==> config.mk <==
export PLATFORM = sky130hd
export DESIGN_NAME = divider
export DESIGN_NICKNAME = d
export VERILOG_FILES = /design/src/rtl/yari_muldiv_pkg.sv /design/src/rtl/divider.sv
export SDC_FILE = /design/constraint.sdc
export NUM_CORES = 1
export LEC_CHECK = 0
export BUFFER_PORTS_ARGS = -buffer_cell sky130_fd_sc_hd__buf_2
export CAP_MARGIN = 5
export CORE_MARGIN = 3
export CORE_UTILIZATION = 30
export CTS_CLUSTER_DIAMETER = 30
export CTS_CLUSTER_SIZE = 8
export DETAILED_ROUTE_END_ITERATION = 12
export HOLD_SLACK_MARGIN = 0.15
export PLACE_DENSITY = 0.55
export SETUP_SLACK_MARGIN = 0.5
export SYNTH_ARGS = -nofsm -noshare
export SYNTH_HDL_FRONTEND = slang
export SYNTH_SLANG_ARGS = --single-unit
==> constraint.sdc <==
create_clock -name clk -period 13 [get_ports clk]
set_clock_uncertainty 0.1 [all_clocks]
set_input_delay 2.6 -clock clk [delete_from_list [all_inputs] [get_ports clk]]
set_output_delay 2.6 -clock clk [all_outputs]
set_load 0.005 [all_outputs]
==> src/rtl/yari_muldiv_pkg.sv <==
// Shared definitions for the sequential multiplier and divider: state encodings,
// operand width, divide-by-zero quotient and HI/LO result field offsets.
package yari_muldiv_pkg;

  localparam int MD_W = 32;

  localparam logic [1:0] ST_IDLE = 2'd0;
  localparam logic [1:0] ST_BUSY = 2'd1;
  localparam logic [1:0] ST_DONE = 2'd2;

  localparam logic [MD_W-1:0] DIV0_QUOT = 32'hFFFF_FFFF;

  localparam int RES_HI_LSB = MD_W;
  localparam int RES_LO_LSB = 0;

endpackage

==> src/rtl/divider.sv <==
// Iterative restoring divider for DIV/DIVU, one quotient bit per cycle, result {rem, quot}.
// Define DIV_EARLY_EXIT_EN to retire 8 leading-zero quotient bits per cycle when possible.
module divider
  import yari_muldiv_pkg::*;
#(
  parameter int W = MD_W
) (
  input  logic           clk,
  input  logic           rst,
  input  logic [W-1:0]   op1,
  input  logic [W-1:0]   op2,
  input  logic           is_signed,
  input  logic           go,
  output logic [2*W-1:0] res,
  output logic           hold
);

  localparam int CW = $clog2(W);

  function automatic logic [W-1:0] neg_if(input logic [W-1:0] v, input logic n);
    return n ? (~v + 1'b1) : v;
  endfunction

  function automatic logic [W-1:0] abs_val(input logic [W-1:0] v, input logic sgn);
    return neg_if(v, sgn & v[W-1]);
  endfunction

  logic [1:0]     state_q, state_d;
  logic [W-1:0]   r_q, r_d;
  logic [W-1:0]   q_q, q_d;
  logic [W-1:0]   d_q, d_d;
  logic [CW-1:0]  count_q, count_d;
  logic           neg_quot_q, neg_quot_d;
  logic           neg_rem_q, neg_rem_d;
  logic [2*W-1:0] res_q, res_d;
  logic           valid_q, valid_d;

  logic [W:0]     r_sh;
  logic           ge;
  logic [W-1:0]   r_step, q_step;
  logic [CW-1:0]  cnt_step;
  logic           last_step;

  // The shifted partial remainder can exceed W bits, hence the W+1 compare.
  always_comb begin
    r_sh      = {r_q, q_q[W-1]};
    ge        = (r_sh >= {1'b0, d_q});
    r_step    = ge ? (r_sh[W-1:0] - d_q) : r_sh[W-1:0];
    q_step    = {q_q[W-2:0], ge};
    cnt_step  = count_q - CW'(1);
    last_step = (count_q == '0);
`ifdef DIV_EARLY_EXIT_EN
    if (r_q == '0 && q_q[W-1 -: 8] == '0 && count_q >= CW'(7)) begin
      r_step    = '0;
      q_step    = {q_q[W-9:0], 8'h00};
      cnt_step  = count_q - CW'(8);
      last_step = (count_q == CW'(7));
    end
`endif
  end

  always_comb begin
    state_d    = state_q;
    r_d        = r_q;
    q_d        = q_q;
    d_d        = d_q;
    count_d    = count_q;
    neg_quot_d = neg_quot_q;
    neg_rem_d  = neg_rem_q;
    res_d      = res_q;
    case (state_q)
      ST_IDLE: begin
        if (go) begin
          d_d        = abs_val(op2, is_signed);
          q_d        = abs_val(op1, is_signed);
          r_d        = '0;
          count_d    = CW'(W - 1);
          neg_rem_d  = is_signed & op1[W-1];
          neg_quot_d = is_signed & (op1[W-1] ^ op2[W-1]);
          if (op2 == '0) begin
            res_d   = {op1, DIV0_QUOT};
            state_d = ST_DONE;
          end else begin
            state_d = ST_BUSY;
          end
        end
      end
      ST_BUSY: begin
        r_d     = r_step;
        q_d     = q_step;
        count_d = cnt_step;
        if (last_step) begin
          res_d[RES_HI_LSB +: W] = neg_if(r_step, neg_rem_q);
          res_d[RES_LO_LSB +: W] = neg_if(q_step, neg_quot_q);
          state_d                = ST_DONE;
        end
      end
      ST_DONE: state_d = ST_IDLE;
      default: state_d = ST_IDLE;
    endcase
    valid_d = (state_d == ST_DONE);
  end

  always_ff @(posedge clk) begin
    if (rst) begin
      state_q    <= ST_IDLE;
      r_q        <= '0;
      q_q        <= '0;
      d_q        <= '0;
      count_q    <= '0;
      neg_quot_q <= 1'b0;
      neg_rem_q  <= 1'b0;
      res_q      <= '0;
      valid_q    <= 1'b0;
    end else begin
      state_q    <= state_d;
      r_q        <= r_d;
      q_q        <= q_d;
      d_q        <= d_d;
      count_q    <= count_d;
      neg_quot_q <= neg_quot_d;
      neg_rem_q  <= neg_rem_d;
      res_q      <= res_d;
      valid_q    <= valid_d;
    end
  end

  assign res  = res_q;
  assign hold = go & ~valid_q;

endmodule

==> summary.md, run 1 <==
| Metric | Value |
|---|---|
| Synth Flop Type | dfxtp_1 |
| Commonest non-fill, non-tap cell in the layout | nor2_1 |
| CP Max Fanout | 74 |
| DIE WIDTH | 204 µm |
| Global-route wire length before repair | 60300 µm |
| TritonCTS buffer count | 17 |
| Cts repair resizes | 0 |
| Launching point of the worst reg2reg path | q_q[31]$_SDFFE_PP0P_ |
| Status | finished, final reports clean |
| Unrepaired setup endpoints after global routing | false |
| Final Max Slew Viols | 0 |
| CP required | 13.29 ns |
| Setup CP Type | input port to register |
| Crit path capture type | register |
| Post-Route WL | 37700 µm |
| Area growth, synth to finish | 12.8% |
| 1st-pass router iterations | 5 |
| Share of layout cells above drive strength 1 | 0.129 |
| CTS tree | yes |
| CP startpoint | op2[3] |
| GRT Residual Overflow | 0 |
| Worst-margin pin slew | 1.07 ns |
| Core area | 38200 µm² |
| Post-route insts no fill | 2166 |
| Final Hold Viols | 0 |
| Synth cell types | 80 |
| Synth Register Bits | 170 |
| CTS Root Cell | clkbuf_16 |
| Clk sink count | 170 |
| Routed Antenna Nets | 0 |
| GRT Util Overall | 0.178 |
| Final worst slack | 7.05 ns |
| VDD IR max | 77.0 µV |
| Placed Cells | 2134 |
| Hold Path Origin | d_q[22]$_SDFFE_PP0P_ |
| Synth Net Count | 1698 |
| HPWL after DPL | 27900 µm |
| I/O Pins | 133 |
| Gpl congestion | 0.869 |
| Cells after synthesis | 1592 |
| Commonest cells after routing, fill and taps aside | 207 x nor2_1, 170 x dfxtp_1, 150 x nand2_1 |
| Fin Hold WS | 0.357 ns |
| Initial Util | 0.309 |
| Yosys warning count | 0 |
| H-tree depth | 4 |
| Number of synthesized flops with an enable pin | 0 |
| Slew margin rel. | 0.289 |
| Clock latency at the later pin of the worst-skew pair | 0.44 ns |
| Sequential cell area fraction in the yosys report | 0.289 |
| Hold Buf Count CTS | 0 |
| Cell Area, Synth | 11800 µm² |
| P per Cell Area | 121 nW/µm² |
| Setup bufs post-CTS | 0 |
| Post-route clock period utilization | 0.458 |
| Synth area leaders | dfxtp_1 29%, nor2_1 6.6%, a21oi_1 5.7% |
| Post-route DRC | 0 |
| Worst hold path type | register to register |
| Post-Place Cell Area | 12700 µm² |
| Vias in the first global route | 10900 |
| DP Worst Slack | 6.62 ns |
| Yosys top cell by area | dfxtp_1 |
| Worst setup SP type | input port |
| Setup TNS | 0 ns |
| Setup violations, final | 0 |
| Initial antenna violation count | 0 |
| Clock buffer depth | 2 |
| Max Freq | 168 MHz |
| Routed len/inst | 17.4 µm |
| DR iter-0 viols | 864 |
| Syn_area_per_cell | 7.40 µm² |
| Finished Cell Area | 13300 µm² |
| Static leakage | 5.14 nW |
| Number of port buffers | 132 |
| Die Area | 41700 µm² |
| Via/cell ratio | 5.44 |
| Nets | 1748 |
| Crit path arrival time | 6.24 ns |
| Vias | 11800 |
| Ant. Diodes | 0 |
| Post-synth ARST share | 0 |
| Period minus WS final | 5.95 ns |
| Row count | 71 |
| Clock-pin slew on the worst setup and hold paths | 0.08 ns |
| Yosys top cell area share | 0.289 |
| Largest net degree at the start of global routing | 97 |
| Maxcap violations | 0 |
| Die extent in y | 204 µm |
## critical path, cell delays in order
cell	delay, ns
buf_2	0.12
or4_1	0.57
nor3_1	0.28
nand2_1	0.15
nor2_1	0.37
nand4_1	0.23
or3_1	0.53
a22oi_2	0.22
buf_4	0.60
and3_1	0.26
a21oi_1	0.05
o211ai_1	0.12
o21a_1	0.14
## layout make-up
| cell class | instances | area (µm²) |
|---|---|---|
| fill | 4160 | 24900 |
| multi-input combinational | 1254 | 7740 |
| sequential | 170 | 3400 |
| timing repair buffer | 143 | 746 |
| tap | 511 | 639 |
| clock buffer | 17 | 425 |
| inverter | 56 | 210 |
| clock inverter | 15 | 133 |
## Yosys cell counts (11+ instances only)
cell,count
nor2_1,208
dfxtp_1,170
nand2_1,150
a21oi_1,135
o21ai_0,108
clkbuf_1,87
a211oi_1,65
xor2_1,62
xnor2_1,56
inv_1,54
a31oi_1,42
nand3_1,38
ha_1,37
nor3_1,35
o31ai_1,25
or3_1,20
mux2i_1,19
a311oi_1,17
nand4_1,17
nor4_1,17
nand2b_1,13
o41ai_1,13
or4_1,13
o22ai_1,12
a21o_1,11
## logic make-up after synthesis
logic type / share of synthesized area
AOI/OAI and AO/OA: 0.284
xor gates and xnor gates: 0.0877
adders and majority gates: 0.0410
buffers and inverters: 0.0569
DFF: 0.289
muxes: 0.0200
and+or+nand+nor: 0.222
## metal layers
metal | wire length [µm] | GRT usage
met5 | 0 | 0
met4 | 395 | 0.0334
met3 | 1770 | 0.0242
met2 | 16700 | 0.282
met1 | 18800 | 0.260
## sequential cells by signal (all words and copies together), names as in the netlist
name	count
r_q	32
valid_q	1
state_q	2
count_q	5
d_q	32
res	64
neg_quot_q	1
q_q	32
neg_rem_q	1
## power by group
group	internal (mW)	switching (mW)	total, mW
clock network	0.252	0.248	0.499
registers	0.568	0.0424	0.610
logic	0.186	0.319	0.505
total	1.01	0.609	1.62
## per-stage QoR
stage / power (mW) / utilization
floorplan: 0.978 / -
global placement: 1.12 / 0.333
detailed placement: 1.13 / 0.333
CTS: 1.63 / 0.348
global route: 1.71 / 0.348
finish: 1.62 / 0.348
## final timing paths
path / endpoint / slack (ns) / cells past startpoint
max: res[59]$_SDFFE_PP0P_ / 7.05 / 13
min: d_q[22]$_SDFFE_PP0P_ / 0.36 / 2
max reg2reg: res[62]$_SDFFE_PP0P_ / 7.70 / 17
min reg2reg: d_q[22]$_SDFFE_PP0P_ / 0.36 / 2
Power figures use the tool's default switching activity.
==> run 2: changes to the inputs <==
clock period = 6.05 ns   (was 13 ns; I/O delays follow)
==> run 2 against run 1 <==
  * Highest routed layer unchanged
  * Power up 120%
  * Sequential power up 110%
  * Via count down 0.11%
  * First-iteration DRC count up 14%
  * Largest power group unchanged
==> summary.md, run 2 (same netlist as run 1, synthesis figures left out) <==
| Metric | Value |
|---|---|
| Status | finished, final reports clean |
| Die Area | 41700 µm² |
| DR iter-0 viols | 986 |
| Worst hold stages | 2 |
| I/O Pins | 133 |
| Static leakage | 5.18 nW |
| Via/cell ratio | 5.41 |
| Hold Path End | d_q[22]$_SDFFE_PP0P_ |
| VDD IR max | 163 µV |
| CTS tree | yes |
| H-tree depth | 4 |
| Post-route clock period utilization | 0.862 |
| Period minus WS final | 5.22 ns |
| Setup CP Type | register to register |
| Core area | 38200 µm² |
| Worst hold path type | register to register |
| Final Hold Viols | 0 |
| Cells on worst reg2reg path | 16 |
| Worst setup SP type | register |
| GRT busiest layer | met2 |
| Area growth, synth to finish | 13.6% |
| Global-route wire length before repair | 61200 µm |
| Slew margin rel. | 0.292 |
| Routed Antenna Nets | 0 |
| GRT Residual Overflow | 0 |
| Routed len/inst | 17.6 µm |
| CP Max Fanout | 7 |
| Clk sink count | 170 |
| Maxcap violations | 0 |
| Commonest non-fill, non-tap cell in the layout | nor2_1 |
| P per Cell Area | 263 nW/µm² |
| Met3 usage | 0.0271 |
| Max FFs per register | 64 |
| Row count | 71 |
| Overall power | 3.52 mW |
| Post-Route WL | 38300 µm |
| Crit path capture type | register |
| Number of port buffers | 132 |
| Max Freq | 192 MHz |
| Die extent in y | 204 µm |
| Clock latency at the later pin of the worst-skew pair | 0.46 ns |
| Met2 Track Usage GR | 0.279 |
| Nets | 1753 |
| Initial antenna violation count | 1 |
| DIE WIDTH | 204 µm |
| Setup TNS | 0 ns |
| Share of layout cells above drive strength 1 | 0.132 |
| HPWL after DPL | 28700 µm |
| Initial Util | 0.309 |
| Worst-margin pin slew | 1.06 ns |
| Unrepaired setup endpoints after global routing | false |
| CTS Root Cell | clkbuf_16 |
| CP required | 6.31 ns |
| Vias in the first global route | 10800 |
| Hold Path Origin | d_q[22]$_SDFFE_PP0P_ |
| Clock buffer depth | 2 |
| Final Max Slew Viols | 0 |
| Launching point of the worst reg2reg path | r_q[3]$_SDFFE_PP0P_ |
| GRT Util Overall | 0.181 |
| Clock-pin slew on the worst setup and hold paths | 0.08 ns |
| Largest net degree at the start of global routing | 93 |
| Flop2flop setup slack | 0.83 ns |
| Vias | 11800 |
| 1st-pass router iterations | 5 |
| Gpl congestion | 0.870 |
| Met1 Resource Use GR | 0.267 |
| RR Endpoint | res[56]$_SDFFE_PP0P_ |
| Commonest cells after routing, fill and taps aside | 207 x nor2_1, 170 x dfxtp_1, 150 x nand2_1 |
| Post-route DRC | 0 |
| Crit path arrival time | 5.48 ns |
| TritonCTS buffer count | 17 |
| Setup violations, final | 0 |
[run 2: worst max-delay path by stage]
stage | from | end | slack [ns]
3_5_place_dp | r_q[3]$_SDFFE_PP0P_ | res[56]$_SDFFE_PP0P_ | 0.90
5_1_grt | r_q[3]$_SDFFE_PP0P_ | res[62]$_SDFFE_PP0P_ | 0.51
3_3_place_gp | r_q[3]$_SDFFE_PP0P_ | res[62]$_SDFFE_PP0P_ | 1.06
4_1_cts | r_q[3]$_SDFFE_PP0P_ | res[56]$_SDFFE_PP0P_ | 0.87
6_report | r_q[3]$_SDFFE_PP0P_ | res[56]$_SDFFE_PP0P_ | 0.83
2_1_floorplan | r_q[3]$_SDFFE_PP0P_ | res[56]$_SDFFE_PP0P_ | 0.93
[run 2: layer usage]
metal  wire length (µm)  vias to the layer above
met3               1870                       32
met2              16500                      315
met1              19400                     5509
met5                  0                        -
li1                   -                     5904
met4                534                        0
[run 2: layout make-up]
| type | count | area [µm²] |
|---|---|---|
| Sequential cell | 170 | 3400 |
| Timing Repair Buffer | 148 | 808 |
| Multi-Input combinational cell | 1254 | 7740 |
| Inverter | 56 | 210 |
| Fill cell | 4140 | 24800 |
| Clock inverter | 15 | 156 |
| Tap cell | 511 | 639 |
| Antenna cell | 2 | 5.00 |
| Clock buffer | 17 | 425 |
[run 2: report_power, final]
group / total (mW) / switching, mW / leakage [nW] / internal (mW)
combinational: 1.10 / 0.694 / 3.52 / 0.407
sequential: 1.31 / 0.0932 / 1.39 / 1.22
clock: 1.10 / 0.552 / 0.276 / 0.550
total: 3.52 / 1.34 / 5.18 / 2.18
[run 2: stage by stage]
| stage | std cells | worst slack [ns] | util | hold slack [ns] | area (µm²) |
|---|---|---|---|---|---|
| finish | 2173 | 0.835 | 0.350 | 0.363 | 13400 |
| global route | 2172 | 0.507 | 0.350 | 0.400 | 13400 |
| CTS | 2171 | 0.871 | 0.350 | 0.358 | 13400 |
| detailed placement | 2139 | 0.900 | 0.335 | 0.349 | 12800 |
| global placement | 2139 | 1.06 | 0.335 | 0.344 | 12800 |
| floorplan | 1592 | 0.933 | - | 0.332 | 11800 |
[run 2: timing repair]
| action | in CTS | in global routing |
|---|---|---|
| setup buffers | 0 | 0 |
| endpoints found under the setup margin | 0 | 3 |
| resized for setup | 0 | 2 |
| hold buffers | 0 | 0 |
[run 2: worst max-delay path: stages, from the launching register on]
cell and delay [ns]:
dfxtp_1 0.38, ha_1 0.46, nand2_1 0.14, a211o_1 0.29, a2111o_1 0.48, a2111oi_4 0.44, or2_2 0.29, mux2i_1 0.33
ha_1 0.29, o2111a_1 0.22, o211ai_1 0.13, nor4b_2 0.43, o221ai_2 0.22, nor3_4 0.32, a31oi_1 0.15, xor2_1 0.16
a221oi_1 0.29
